===== src/rtl/div_pkg.sv =====
// Shared constants and state encoding for the sequential restoring divider.
package div_pkg;

    localparam int DIV_DATA_W = 32;
    localparam int DIV_CNT_W  = 6;

    localparam logic [DIV_DATA_W-1:0] DIV0_QUOTIENT = {DIV_DATA_W{1'b1}};

    typedef enum logic [1:0] {
        IDLE = 2'd0,
        ITER = 2'd1,
        FIX  = 2'd2,
        DONE = 2'd3
    } div_state_e;

endpackage


===== src/rtl/div_step.sv =====
// One restoring-division step: shift the {remainder, quotient} pair left and
// try to subtract the divisor from the upper half.
module div_step
    import div_pkg::*;
#(
    parameter int DATA_W = DIV_DATA_W
) (
    input  logic [2*DATA_W-1:0] a,
    input  logic [DATA_W-1:0]   m,
    output logic [2*DATA_W-1:0] a_next
);

    logic [DATA_W:0] diff_s;

    // Trial subtract one bit wider than the divisor so large unsigned divisors borrow correctly
    always_comb begin
        diff_s = a[2*DATA_W-1:DATA_W-1] - {1'b0, m};
        if (diff_s[DATA_W]) begin
            a_next = {a[2*DATA_W-2:0], 1'b0};
        end else begin
            a_next = {diff_s[DATA_W-1:0], a[DATA_W-2:0], 1'b1};
        end
    end

endmodule


===== src/rtl/div_seq_ctrl.sv =====
// Multi-cycle signed/unsigned restoring divider sequencer with start/busy/done
// handshake; one iteration per clock, sign fix-up and divide-by-zero in FIX.
module div_seq_ctrl
    import div_pkg::*;
#(
    parameter int DATA_W = DIV_DATA_W,
    parameter int CNT_W  = DIV_CNT_W
) (
    input  logic              clock,
    input  logic              reset_n,
    input  logic              start,
    input  logic              is_signed,
    input  logic [DATA_W-1:0] dividend,
    input  logic [DATA_W-1:0] divisor,
    output logic              busy,
    output logic              done,
    output logic [DATA_W-1:0] quotient,
    output logic [DATA_W-1:0] remainder,
    output logic              div_zero
);

    localparam logic [DATA_W-1:0] ONE_W    = DATA_W'(1'b1);
    localparam logic [CNT_W-1:0]  LAST_CNT = CNT_W'(DATA_W - 1);

    function automatic logic [DATA_W-1:0] negate(input logic [DATA_W-1:0] v);
        return ~v + ONE_W;
    endfunction

    div_state_e          state_r;
    logic [CNT_W-1:0]    cnt_r;
    logic [2*DATA_W-1:0] a_r;
    logic [2*DATA_W-1:0] a_next_s;
    logic [DATA_W-1:0]   m_r;
    logic                sign_q_r;
    logic                sign_m_r;
    logic                busy_r;
    logic                done_r;
    logic [DATA_W-1:0]   quotient_r;
    logic [DATA_W-1:0]   remainder_r;
    logic                div_zero_r;

    logic [DATA_W-1:0]   dividend_mag_s;
    logic [DATA_W-1:0]   divisor_mag_s;
    logic [DATA_W-1:0]   fix_q_s;
    logic [DATA_W-1:0]   fix_r_s;
    logic                fix_dz_s;

    div_step #(.DATA_W(DATA_W)) u_step (
        .a      (a_r),
        .m      (m_r),
        .a_next (a_next_s)
    );

    // Operand magnitudes; the most negative value maps onto itself as unsigned
    always_comb begin
        if (is_signed && dividend[DATA_W-1]) begin
            dividend_mag_s = negate(dividend);
        end else begin
            dividend_mag_s = dividend;
        end
        if (is_signed && divisor[DATA_W-1]) begin
            divisor_mag_s = negate(divisor);
        end else begin
            divisor_mag_s = divisor;
        end
    end

    // Result fix-up; a zero magnitude divisor means the divisor itself was zero
    always_comb begin
        if (m_r == '0) begin
            fix_q_s  = DATA_W'(DIV0_QUOTIENT);
            fix_r_s  = sign_q_r ? negate(a_r[DATA_W-1:0]) : a_r[DATA_W-1:0];
            fix_dz_s = 1'b1;
        end else begin
            fix_q_s  = (sign_q_r ^ sign_m_r) ? negate(a_r[DATA_W-1:0]) : a_r[DATA_W-1:0];
            fix_r_s  = sign_q_r ? negate(a_r[2*DATA_W-1:DATA_W]) : a_r[2*DATA_W-1:DATA_W];
            fix_dz_s = 1'b0;
        end
    end

    // Sequencer FSM with datapath registers and registered handshake/results
    always_ff @(posedge clock) begin
        if (!reset_n) begin
            state_r     <= IDLE;
            cnt_r       <= '0;
            a_r         <= '0;
            m_r         <= '0;
            sign_q_r    <= 1'b0;
            sign_m_r    <= 1'b0;
            busy_r      <= 1'b0;
            done_r      <= 1'b0;
            quotient_r  <= '0;
            remainder_r <= '0;
            div_zero_r  <= 1'b0;
        end else begin
            case (state_r)
                IDLE, DONE: begin
                    done_r <= 1'b0;
                    if (start) begin
                        sign_q_r <= is_signed & dividend[DATA_W-1];
                        sign_m_r <= is_signed & divisor[DATA_W-1];
                        a_r      <= {{DATA_W{1'b0}}, dividend_mag_s};
                        m_r      <= divisor_mag_s;
                        cnt_r    <= '0;
                        busy_r   <= 1'b1;
                        state_r  <= (divisor == '0) ? FIX : ITER;
                    end else begin
                        busy_r   <= 1'b0;
                        state_r  <= IDLE;
                    end
                end
                ITER: begin
                    a_r   <= a_next_s;
                    cnt_r <= cnt_r + CNT_W'(1'b1);
                    if (cnt_r == LAST_CNT) begin
                        state_r <= FIX;
                    end else begin
                        state_r <= ITER;
                    end
                end
                FIX: begin
                    quotient_r  <= fix_q_s;
                    remainder_r <= fix_r_s;
                    div_zero_r  <= fix_dz_s;
                    busy_r      <= 1'b0;
                    done_r      <= 1'b1;
                    state_r     <= DONE;
                end
                default: begin
                    busy_r  <= 1'b0;
                    done_r  <= 1'b0;
                    state_r <= IDLE;
                end
            endcase
        end
    end

    assign busy      = busy_r;
    assign done      = done_r;
    assign quotient  = quotient_r;
    assign remainder = remainder_r;
    assign div_zero  = div_zero_r;

endmodule


===== config.mk =====
export PLATFORM = sky130hd
export DESIGN_NAME = div_seq_ctrl
export DESIGN_NICKNAME = d
export VERILOG_FILES = /design/src/rtl/div_pkg.sv /design/src/rtl/div_step.sv /design/src/rtl/div_seq_ctrl.sv
export SDC_FILE = /design/constraint.sdc
export NUM_CORES = 1
export LEC_CHECK = 0
export BUFFER_PORTS_ARGS = -buffer_cell sky130_fd_sc_hd__buf_2
export CAP_MARGIN = 5
export CELL_PAD_IN_SITES_DETAIL_PLACEMENT = 0
export CELL_PAD_IN_SITES_GLOBAL_PLACEMENT = 2
export CORE_ASPECT_RATIO = 1.2
export CORE_MARGIN = 2
export CORE_UTILIZATION = 31
export DETAILED_ROUTE_END_ITERATION = 8
export PLACE_DENSITY = 0.82
export SYNTH_ARGS = -nofsm -noshare
export SYNTH_HDL_FRONTEND = slang
export SYNTH_SLANG_ARGS = --single-unit

===== constraint.sdc =====
create_clock -name clock -period 3.2 [get_ports clock]
set_input_delay 0.32 -clock clock [delete_from_list [all_inputs] [get_ports clock]]
set_output_delay 0.32 -clock clock [all_outputs]
set_load 0.02 [all_outputs]

==> impl_metrics.csv, run 1 <==
group,metric,value,unit
timing,finalWorstPathRequiredPeriod,3.08,ns
global_routing,grt-ovfl-total,0,
placed_design,io_buffers,134,
timing,worst_slew_pin_slew,1.02,ns
worst_hold_path,hp-class,"in -> reg",
logic_synthesis,syn_inst,1577,
finish,syn_to_final_growth,20.8,%
clocking,numCtsBuffers,17,
timing,slew_viol_final,0,
timing,whs,0.138,ns
route,route.final.wire_length,41.4,mm
logic_synthesis,syn-cell-area,11700,um^2
clocking,clk_latency,0.46,ns
die,core,37000,um^2
timing,slew_headroom,0.323,
placed_design,dp_cells,2174,
clocking,cts_max_path_buffers,2,
logic_synthesis,syn-num-nets,1686,
route,ant_nets,0,
status,status,"complete, no violations",
route,route.vias.total,11800,
logic_synthesis,ys_types,74,
logic_synthesis,yosys_warnings,0,
die,initial_core_util,0.316,
route,wire_per_inst,18.7,um
logic_synthesis,synth_ff_type,"dfxtp_1",
setup_path,crit_type,"reg -> reg",
die,ios,135,
placed_design,place_area,13300,um^2
timing,hold_viol_final,0,
route,dr.pass1.iters,5,
setup_path,arrival,3.41,ns
global_routing,track_usage,0.211,
pwr,ir_drop,0.393,mV
placed_design,place_hpwl,31.9,mm
finish,regArea,3470,um^2
finish,antenna_cells,0,
global_routing,first_global_vias,11400,
route,drc_errors,0,
timing,clock_skew,0.0113,ns
clocking,numClockSinks,173,
global_routing,grt_max_degree,75,
clocking,ctsHtreeMaxLevel,4,
global_routing,antenna_found_initial,0,
timing,fmax,325,MHz
finish,multiInputGateArea,7790,um^2
finish,fill_cells,3945,
pwr,finalPower,5540,uW
global_routing,grt_pass1_wl,64.7,mm
timing,finalSetupViolations,0,
finish,layout.cells.non_filler,2212,
pwr,p_per_area,392,nW/um^2
die,num_rows,77,
timing,fin_crit_sh,0.961,
route,viasPerCell,5.33,
clocking,cts-root-buf,"clkbuf_16",
logic_synthesis,synth-seq-area-share,0.296,
placed_design,globalplace.congestion,0.916,
route,drt_iter0_markers,790,
die,die_w,181,um
pwr,p_leak,0.00566,uW
timing,setup_ws,0.125,ns
logic_synthesis,synth_edf_count,0,
die,die_y,217,um
logic_synthesis,async_reset_ff_frac,0,
setup_path,cp-start-kind,"flop",
setup_path,critPathMaxFanout,6,
setup_path,critPathRequiredTime,3.54,ns
placed_design,post-place-ws,-0.0299,ns
finish,finalNetCount,1834,
finish,drive_gt1_frac,0.189,
logic_synthesis,postSynthAreaPerCell,7.42,um^2
clocking,cts_tree,"done",
clocking,cts_hold_buffers,0,
clocking,clkTransAtPathRegs,0.07,ns
flow_run,cap_viol_max_count,0,
logic_synthesis,ys_ff_latch,173,
finish,fin_area,14100,um^2
setup_path,endpoint_kind,"flop",
die,die_area,39300,um^2
flip-flops by register name (all words and copies together), names as in the netlist:
register,flops
a_r,64
m_r,32
quotient,32
remainder,32
cnt_r,6
state_r,2
busy,1
div_zero,1
done,1
sign_m_r,1
sign_q_r,1
synthesized netlist by cell type (3+ instances only):
master / number / area share
nor3b_1: 3 / 0.0019
dfxtp_1: 173 / 0.30
o21ai_1: 3 / 0.0013
or3_1: 17 / 0.0091
o311ai_0: 3 / 0.0022
a31oi_1: 22 / 0.012
xor2_1: 74 / 0.055
or2_2: 4 / 0.0021
nor2b_1: 4 / 0.0021
o211ai_1: 9 / 0.0058
buf_1: 7 / 0.0022
o21a_1: 6 / 0.0039
buf_2: 4 / 0.0017
o22ai_1: 8 / 0.0043
nand4_1: 8 / 0.0043
inv_1: 52 / 0.017
ha_1: 40 / 0.043
mux2i_1: 38 / 0.033
nand3_1: 28 / 0.012
nor3_1: 40 / 0.017
and3_1: 5 / 0.0027
a221oi_1: 4 / 0.0030
o41ai_1: 11 / 0.0082
a211oi_1: 33 / 0.021
a22oi_1: 5 / 0.0032
a2111oi_0: 3 / 0.0022
or4_1: 12 / 0.0077
clkbuf_1: 96 / 0.031
nand2b_1: 16 / 0.0086
nand3b_1: 7 / 0.0045
a311oi_1: 8 / 0.0060
o211a_1: 4 / 0.0034
a21oi_1: 126 / 0.054
nand2_1: 200 / 0.064
nor4_1: 17 / 0.0091
a21o_1: 13 / 0.0083
nor2_1: 155 / 0.050
or4_4: 4 / 0.0039
o21ai_0: 165 / 0.071
and2_1: 7 / 0.0037
xnor2_1: 76 / 0.057
o31ai_1: 29 / 0.019
cell type report:
| class | count | area share |
|---|---|---|
| timing repair buffer | 238 | 0.107 |
| clock inverter | 14 | 0.00956 |
| inverter | 53 | 0.0141 |
| tap | 474 | 0.0420 |
| clock buffer | 18 | 0.0304 |
| sequential | 173 | 0.246 |
| multi-input combinational | 1242 | 0.551 |
path summary, 6_finish.rpt:
| kind | from | slack, ns | cells past startpoint | to |
|---|---|---|---|---|
| max | m_r[15] | 0.12 | 12 | a_r[35] |
| max reg2reg | m_r[15] | 0.12 | 12 | a_r[35] |
| min | start | 0.14 | 3 | busy |
| min reg2reg | remainder[27] | 0.45 | 2 | remainder[27] |
critical path, stage by stage (launching register included):
cell	delay, ns
dfxtp_1	0.35
inv_1	0.05
ha_1	0.38
a21oi_2	0.19
o21ai_0	0.18
a31oi_2	0.27
a2111oi_4	0.09
or3_4	0.42
o311ai_4	0.43
buf_6	0.18
clkbuf_16	0.15
mux2i_1	0.16
o21ai_0	0.09
through the flow:
stage,util,TNS (ns)
after global placement,0.360,0
after global routing,0.382,-0.0623
after detailed placement,0.360,-0.0299
after floorplan,-,0
after CTS,0.376,0
final,0.382,0
layer usage:
metal | up-vias | share of wire | track usage | wire, um
li1 | 5882 | - | - | -
met1 | 5542 | 0.44 | 0.258 | 18200
met2 | 311 | 0.48 | 0.370 | 20000
met3 | 66 | 0.038 | 0.0284 | 1590
met4 | 0 | 0.038 | 0.0897 | 1570
met5 | - | 0 | 0 | 0
layout by cell type (no fill, tap or decap), types with 11 or more instances in the layout:
cell / count
xnor2_1: 76
mux2i_1: 38
nand3_1: 28
o41ai_1: 11
nand2_1: 199
nor4_1: 17
a211oi_1: 33
a21oi_1: 120
xor2_1: 74
nor3_1: 38
a21o_1: 13
clkbuf_16: 18
buf_4: 98
ha_1: 34
inv_1: 50
dfxtp_1: 166
a31oi_1: 21
or3_1: 16
nand2b_1: 15
o21ai_0: 162
o31ai_1: 28
nor2_1: 151
or4_1: 12
buf_2: 134
cells by family after synthesis:
group | share of synthesized area
and+or+nand+nor | 0.210
AOI/OAI and AO/OA | 0.248
DFF | 0.296
buffers and inverters | 0.0534
xor gates and xnor gates | 0.112
adders and majority gates | 0.0445
muxes | 0.0364
where the power goes:
group / internal, uW / switching (uW) / total (uW)
sequential: 2230 / 87.2 / 2310
clock: 1080 / 979 / 2060
combinational: 449 / 720 / 1170
total: 3760 / 1790 / 5540
timing repair:
item                                    in CTS  in global routing
pin swaps                                    1                  7
setup buffers                                0                  5
gates cloned                                 0                  2
endpoints found under the setup margin       2                 37
gates resized for setup                      2                 38
Power figures use the tool's default switching activity.
==> run 2: changes to the inputs <==
--- a/config.mk
+++ b/config.mk
@@ -5,15 +5,16 @@
 export SDC_FILE = /design/constraint.sdc
 export NUM_CORES = 1
 export LEC_CHECK = 0
+export ABC_AREA = 1
 export BUFFER_PORTS_ARGS = -buffer_cell sky130_fd_sc_hd__buf_2
 export CAP_MARGIN = 5
 export CELL_PAD_IN_SITES_DETAIL_PLACEMENT = 0
 export CELL_PAD_IN_SITES_GLOBAL_PLACEMENT = 2
 export CORE_ASPECT_RATIO = 1.2
 export CORE_MARGIN = 2
-export CORE_UTILIZATION = 31
+export CORE_UTILIZATION = 32
 export DETAILED_ROUTE_END_ITERATION = 8
-export PLACE_DENSITY = 0.82
+export PLACE_DENSITY = 0.86
 export SYNTH_ARGS = -nofsm -noshare
 export SYNTH_HDL_FRONTEND = slang
 export SYNTH_SLANG_ARGS = --single-unit
==> constraint.sdc (replaced) <==
create_clock -name clock -period 3.51 [get_ports clock]
set_input_delay 0.351 -clock clock [delete_from_list [all_inputs] [get_ports clock]]
set_output_delay 0.351 -clock clock [all_outputs]
set_load 0.02 [all_outputs]
==> run 2 against run 1 <==
  * Synthesized area is 21% higher
  * Final cell count is 37% higher
  * Register-to-register slack better by 0.47 ns
  * Global-route usage is 2.5 points higher
  * Non-clock buffer count is 75 lower
  * Critical path type unchanged
  * Largest cell class unchanged
==> impl_metrics.csv, run 2 <==
group,metric,value,unit
setup_path,startpoint,"a_r[31]",
status,status,"complete, no violations",
route,drc_errors,0,
route,viasPerCell,5.12,
global_routing,grt-busiest-layer,"met2",
clocking,postCtsSetupRepairBufs,0,
die,ios,135,
setup_path,reg2reg_from,"a_r[31]",
global_routing,antenna_found_initial,0,
logic_synthesis,synth-seq-area-share,0.245,
pwr,p_leak,0.00786,uW
global_routing,grt_pass1_wl,82.8,mm
logic_synthesis,yosys_warnings,0,
setup_path,r2r_cells,17,
die,num_rows,84,
placed_design,place_area,15300,um^2
logic_synthesis,synth_ff_type,"dfxtp_1",
setup_path,cp-start-kind,"flop",
clocking,clkTransAtPathRegs,0.08,ns
finish,fin_area,15900,um^2
logic_synthesis,synth_top_area_cell,"dfxtp_1",
finish,layout.cells.non_filler,3037,
route,drt_iter0_markers,992,
flow_run,cap_viol_max_count,0,
die,core,43700,um^2
timing,fin_crit_sh,0.831,
pwr,p_per_area,340,nW/um^2
finish,regMostFlops,"a_r",
finish,finalNetCount,2574,
setup_path,timing.critical_path.to,"a_r[42]",
logic_synthesis,synthTopCellsByCount,"nand2_1, inv_1, nor2_1, nand3_1, dfxtp_1",
route,wire_per_inst,18.0,um
die,die_y,234,um
setup_path,endpoint_kind,"flop",
die,die_w,196,um
finish,regArea,3460,um^2
setup_path,crit_type,"reg -> reg",
global_routing,grt_use_met2,0.422,
die,die_area,45900,um^2
global_routing,grt_max_degree,96,
global_routing,track_usage,0.235,
timing,tns,0,ns
route,route.vias.total,15500,
placed_design,io_buffers,134,
setup_path,r2r-end,"a_r[42]",
clocking,cts_tree,"done",
timing,slew_headroom,0.284,
clocking,cts-resized-gates,0,
global_routing,grt-ovfl-total,0,
logic_synthesis,syn-cell-area,14200,um^2
global_routing,first_global_vias,14600,
timing,worst_slew_pin_slew,1.07,ns
logic_synthesis,async_reset_ff_frac,0,
timing,slew_viol_final,0,
setup_path,arrival,3.27,ns
finish,layout_common_cells,"nand2_1, inv_1, nor2_1, nand3_1, dfxtp_1",
route,route.final.wire_length,54.8,mm
timing,finalWorstPathRequiredPeriod,2.92,ns
setup_path,critPathMaxFanout,33,
pwr,ir_drop,0.302,mV
clocking,clk_latency,0.47,ns
global_routing,grtUsageMet3,0.0263,
clocking,ctsHtreeMaxLevel,4,
route,ant_nets,0,
clocking,cts_hold_buffers,0,
finish,fill_cells,4919,
finish,mostFrequentLayoutCell,"nand2_1",
placed_design,dp_cells,3005,
route,dr.pass1.iters,6,
timing,finalSetupViolations,0,
logic_synthesis,netlist_top_cells_area,"dfxtp_1, nand2_1, inv_1, nand3_1, nor2_1",
placed_design,place_hpwl,43.2,mm
finish,drive_gt1_frac,0.120,
setup_path,critPathRequiredTime,3.87,ns
logic_synthesis,synth_top_area_frac,0.245,
global_routing,use_met1,0.280,
placed_design,globalplace.congestion,0.902,
clocking,cts-root-buf,"clkbuf_16",
finish,largest_reg_flops,64,
setup_path,r2r_setup_slack,0.59,ns
finish,post-route-util,0.364,
worst_hold_path,hp-class,"in -> reg",
timing,fmax,343,MHz
logic_synthesis,syn_inst,2384,
logic_synthesis,synth_edf_count,0,
timing,hold_viol_final,0,
clocking,numClockSinks,173,
logic_synthesis,postSynthAreaPerCell,5.94,um^2
logic_synthesis,syn-num-nets,2493,
timing,rsz0062_at_grt,"false",
finish,multiInputGateArea,8960,um^2
logic_synthesis,synthMostInstantiatedCell,"nand2_1",
timing,clock_skew,0.0163,ns
clocking,cts_max_path_buffers,2,
die,initial_core_util,0.324,
finish,antenna_cells,0,
logic_synthesis,ys_ff_latch,173,
timing,whs,0.146,ns
clocking,numCtsBuffers,17,
logic_synthesis,ys_types,47,
finish,syn_to_final_growth,12.5,%
run 2: logic make-up (layout without fill, tap and decap cells):
kind of cell | Yosys count | count (layout) | share of synthesized area
compound gates | 431 | 431 | 0.172
fa+ha+maj | 41 | 41 | 0.0368
simple gates | 1223 | 1223 | 0.382
flops | 173 | 173 | 0.245
xor+xnor | 67 | 67 | 0.0415
buf+inv | 449 | 543 | 0.124
run 2: how the worst min path moves through the flow:
stage | start | endpoint | slack [ns] | depth (start not counted)
2_1_floorplan | m_r[31] | m_r[31] | 0.46 | 2
3_3_place_gp | quotient[27] | quotient[27] | 0.46 | 2
3_5_place_dp | quotient[10] | quotient[10] | 0.47 | 2
4_1_cts | start | busy | 0.13 | 3
5_1_grt | start | busy | 0.15 | 3
6_report | start | busy | 0.15 | 3
run 2: area by class of cell:
cell class	instances	share of cell area
Clock inverter	15	0.0105
Clock buffer	17	0.0267
Sequential cell	173	0.218
Tap cell	559	0.0439
Timing Repair Buffer	163	0.0566
Multi-Input combinational cell	1762	0.563
Inverter	348	0.0820
run 2: power breakdown:
part	internal, uW	switching [uW]	total [uW]
clock network	1020	966	1980
registers	2030	97.6	2130
logic	376	920	1300
total	3430	1980	5410
run 2: critical path, stage by stage, from the launching register on:
cell	delay, ns
dfxtp_1	0.39
inv_1	0.12
ha_1	0.27
fa_1	0.41
inv_1	0.11
nand2_1	0.05
nand2_1	0.07
nand3_1	0.07
nand2_2	0.12
nand2_2	0.07
nand2_4	0.07
nand2_4	0.07
nand2_4	0.09
nand2_8	0.15
nand2_4	0.41
nand2_1	0.16
nand3_2	0.10
a21oi_2	0.05
run 2: per-layer routing:
layer | wire (um) | part of all wire | vias up
met2 | 26800 | 0.49 | 361
met1 | 23900 | 0.44 | 7192
met4 | 2500 | 0.046 | 0
met3 | 1510 | 0.028 | 93
met5 | 0 | 0 | -
li1 | - | - | 7891
run 2: stage by stage:
step / total power (uW) / setup slack, ns
2_1_floorplan: 3010 / 1.21
3_3_place_gp: 3470 / 0.684
3_5_place_dp: 3460 / 0.593
4_1_cts: 5450 / 0.586
5_1_grt: 5680 / 0.387
6_report: 5410 / 0.594
==> run 3: changes to the inputs <==
--- a/config.mk
+++ b/config.mk
@@ -5,16 +5,16 @@
 export SDC_FILE = /design/constraint.sdc
 export NUM_CORES = 1
 export LEC_CHECK = 0
-export ABC_AREA = 1
+export ABC_AREA = 0
 export BUFFER_PORTS_ARGS = -buffer_cell sky130_fd_sc_hd__buf_2
 export CAP_MARGIN = 5
 export CELL_PAD_IN_SITES_DETAIL_PLACEMENT = 0
 export CELL_PAD_IN_SITES_GLOBAL_PLACEMENT = 2
 export CORE_ASPECT_RATIO = 1.2
 export CORE_MARGIN = 2
-export CORE_UTILIZATION = 32
+export CORE_UTILIZATION = 34
 export DETAILED_ROUTE_END_ITERATION = 8
-export PLACE_DENSITY = 0.86
+export PLACE_DENSITY = 0.85
 export SYNTH_ARGS = -nofsm -noshare
 export SYNTH_HDL_FRONTEND = slang
 export SYNTH_SLANG_ARGS = --single-unit
==> constraint.sdc (replaced) <==
create_clock -name clock -period 3 [get_ports clock]
set_input_delay 0.3 -clock clock [delete_from_list [all_inputs] [get_ports clock]]
set_output_delay 0.3 -clock clock [all_outputs]
set_load 0.02 [all_outputs]
==> run 3 against run 2 <==
  * Cell area fell by 7.8%
  * Count of clock-buffer cells in the layout rose by 1
  * Via count fell by 22%
  * Global-route usage fell by 0.76 points
  * Combinational power rose by 3%
  * Final cell count fell by 26%
  * Highest routed layer unchanged
==> impl_metrics.csv, run 3 (synthesized netlist as in run 1, its figures left out) <==
group,metric,value,unit
status,status,"complete, no violations",
finish,syn_to_final_growth,25.5,%
route,drt_iter0_markers,811,
worst_hold_path,hp-class,"in -> reg",
clocking,cts_tree,"done",
clocking,clk_latency,0.45,ns
finish,antenna_cells,0,
clocking,cts_max_path_buffers,2,
timing,worst_slew_pin_slew,0.699,ns
setup_path,critPathMaxFanout,7,
die,initial_core_util,0.344,
finish,regMostFlops,"a_r",
clocking,numClockSinks,173,
finish,post-route-util,0.432,
setup_path,worstPathCellList,"buf_4, ha_1, a21oi_1, nand2_1, o211ai_1, buf_4, a2111oi_4, or3_4, o311ai_4, buf_6, buf_12, mux2i_1, o21ai_0",
setup_path,cp-start-kind,"flop",
route,viasPerCell,5.33,
die,core,34000,um^2
timing,finalWorstPathRequiredPeriod,2.95,ns
setup_path,crit_type,"reg -> reg",
clocking,ctsHtreeMaxLevel,4,
setup_path,cpMostUsedCell,"buf_4",
setup_path,r2r_setup_slack,0.05,ns
timing,rsz0062_at_grt,"true",
timing,finalSetupViolations,0,
setup_path,critPathMaxStageDelay,0.42,ns
placed_design,io_buffers,134,
timing,fmax,339,MHz
die,die_w,173,um
global_routing,antenna_found_initial,0,
finish,finalNetCount,1902,
die,die_y,207,um
timing,fin_crit_sh,0.984,
die,ios,135,
placed_design,place_area,13800,um^2
flow_run,cap_viol_max_count,0,
timing,setup_ws,0.0466,ns
placed_design,dp_cells,2218,
global_routing,first_global_vias,11700,
die,num_rows,74,
route,dr.pass1.iters,5,
clocking,cts_hold_buffers,0,
die,die_area,35900,um^2
finish,largest_reg_flops,64,
placed_design,post-place-ws,-0.124,ns
timing,slew_headroom,0.534,
setup_path,endpoint_kind,"flop",
setup_path,arrival,3.27,ns
finish,fin_area,14700,um^2
route,wire_per_inst,18.2,um
route,route.final.wire_length,41.1,mm
timing,hold_viol_final,0,
global_routing,grt_pass1_wl,64.6,mm
clocking,numCtsBuffers,17,
placed_design,globalplace.congestion,0.851,
timing,slew_viol_final,0,
clocking,cts-root-buf,"clkbuf_16",
setup_path,crit_slowest_cell,"or3_4",
route,drc_errors,0,
pwr,ir_drop,0.376,mV
setup_path,critPathRequiredTime,3.32,ns
global_routing,grt_max_degree,87,
route,ant_nets,0,
route,route.vias.total,12100,
timing,clock_skew,0.0166,ns
finish,mostFrequentLayoutCell,"nand2_1",
placed_design,place_hpwl,31.7,mm
global_routing,track_usage,0.228,
finish,drive_gt1_frac,0.218,
pwr,p_leak,0.00603,uW
global_routing,grt-ovfl-total,0,
clocking,clkTransAtPathRegs,0.07,ns
pwr,p_per_area,416,nW/um^2
finish,layout_common_cells,"nand2_1, dfxtp_1, buf_4, o21ai_0, nor2_1",
finish,layout.cells.non_filler,2262,
run 3: changes by cell type in the layout (fill, tap and decap cells not counted), moves of 53 or more:
cell,before,now
nand2_1,591,199
inv_1,339,51
nand3_1,200,28
buf_4,28,163
nor2_1,254,149
xnor2_1,23,76
run 3: repair_timing:
item                                   in CTS  in global routing
pin swaps                                   4                 11
buffers inserted                            4                  7
endpoints found under the hold margin       0                  0
resized for setup                          14                 34
setup endpoints to repair                  35                 43
gates cloned                                1                  1
run 3: power breakdown:
group / internal [uW] / switching (uW) / total [uW]
clock: 1270 / 1050 / 2320
sequential: 2370 / 69.0 / 2440
combinational: 536 / 803 / 1340
total: 4180 / 1920 / 6100
run 3: area by class of cell:
| type | instances | area (um^2) |
|---|---|---|
| clock buffers | 18 | 439 |
| clock inverters | 14 | 160 |
| fillers | 3559 | 19300 |
| repair buffers | 306 | 2060 |
| inverters | 53 | 199 |
| multi-input cells | 1242 | 7780 |
| flip-flops and latches | 173 | 3470 |
| well taps | 456 | 571 |
run 3: metrics by stage:
step                setup TNS (ns)  hold WS, ns  power (uW)
CTS                        -0.0311        0.127        6100
detailed placement           -2.41        0.447        3790
global route                 -1.27        0.144        6360
floorplan                        0        0.436        3270
global placement             -1.62        0.449        3790
finish                           0        0.129        6100
run 3: path summary, 6_finish.rpt:
check / startpoint / to / depth (start not counted)
setup / recovery: a_r[38] / a_r[41] / 13
hold / removal: start / busy / 3
hold reg to reg: remainder[27] / remainder[27] / 2
setup reg to reg: a_r[38] / a_r[41] / 13
run 3: critical path, delay by kind of cell (launching register included):
family                   cells  cell delay, ns
AND/OR/NAND/NOR              2            0.49
flip-flops                   1            0.35
buffers and inverters        4            0.63
AO/OA/AOI/OAI                5            0.82
multiplexers                 1            0.21
adder cells (fa/ha/maj)      1            0.33
run 3: metal layers:
layer | part of all wire | track usage | vias to the layer above | wire, um
met5 | 0 | 0 | - | 0
met3 | 0.031 | 0.0253 | 61 | 1280
met4 | 0.039 | 0.0935 | 0 | 1600
met2 | 0.50 | 0.407 | 265 | 20400
li1 | - | - | 6018 | -
met1 | 0.43 | 0.277 | 5716 | 17900
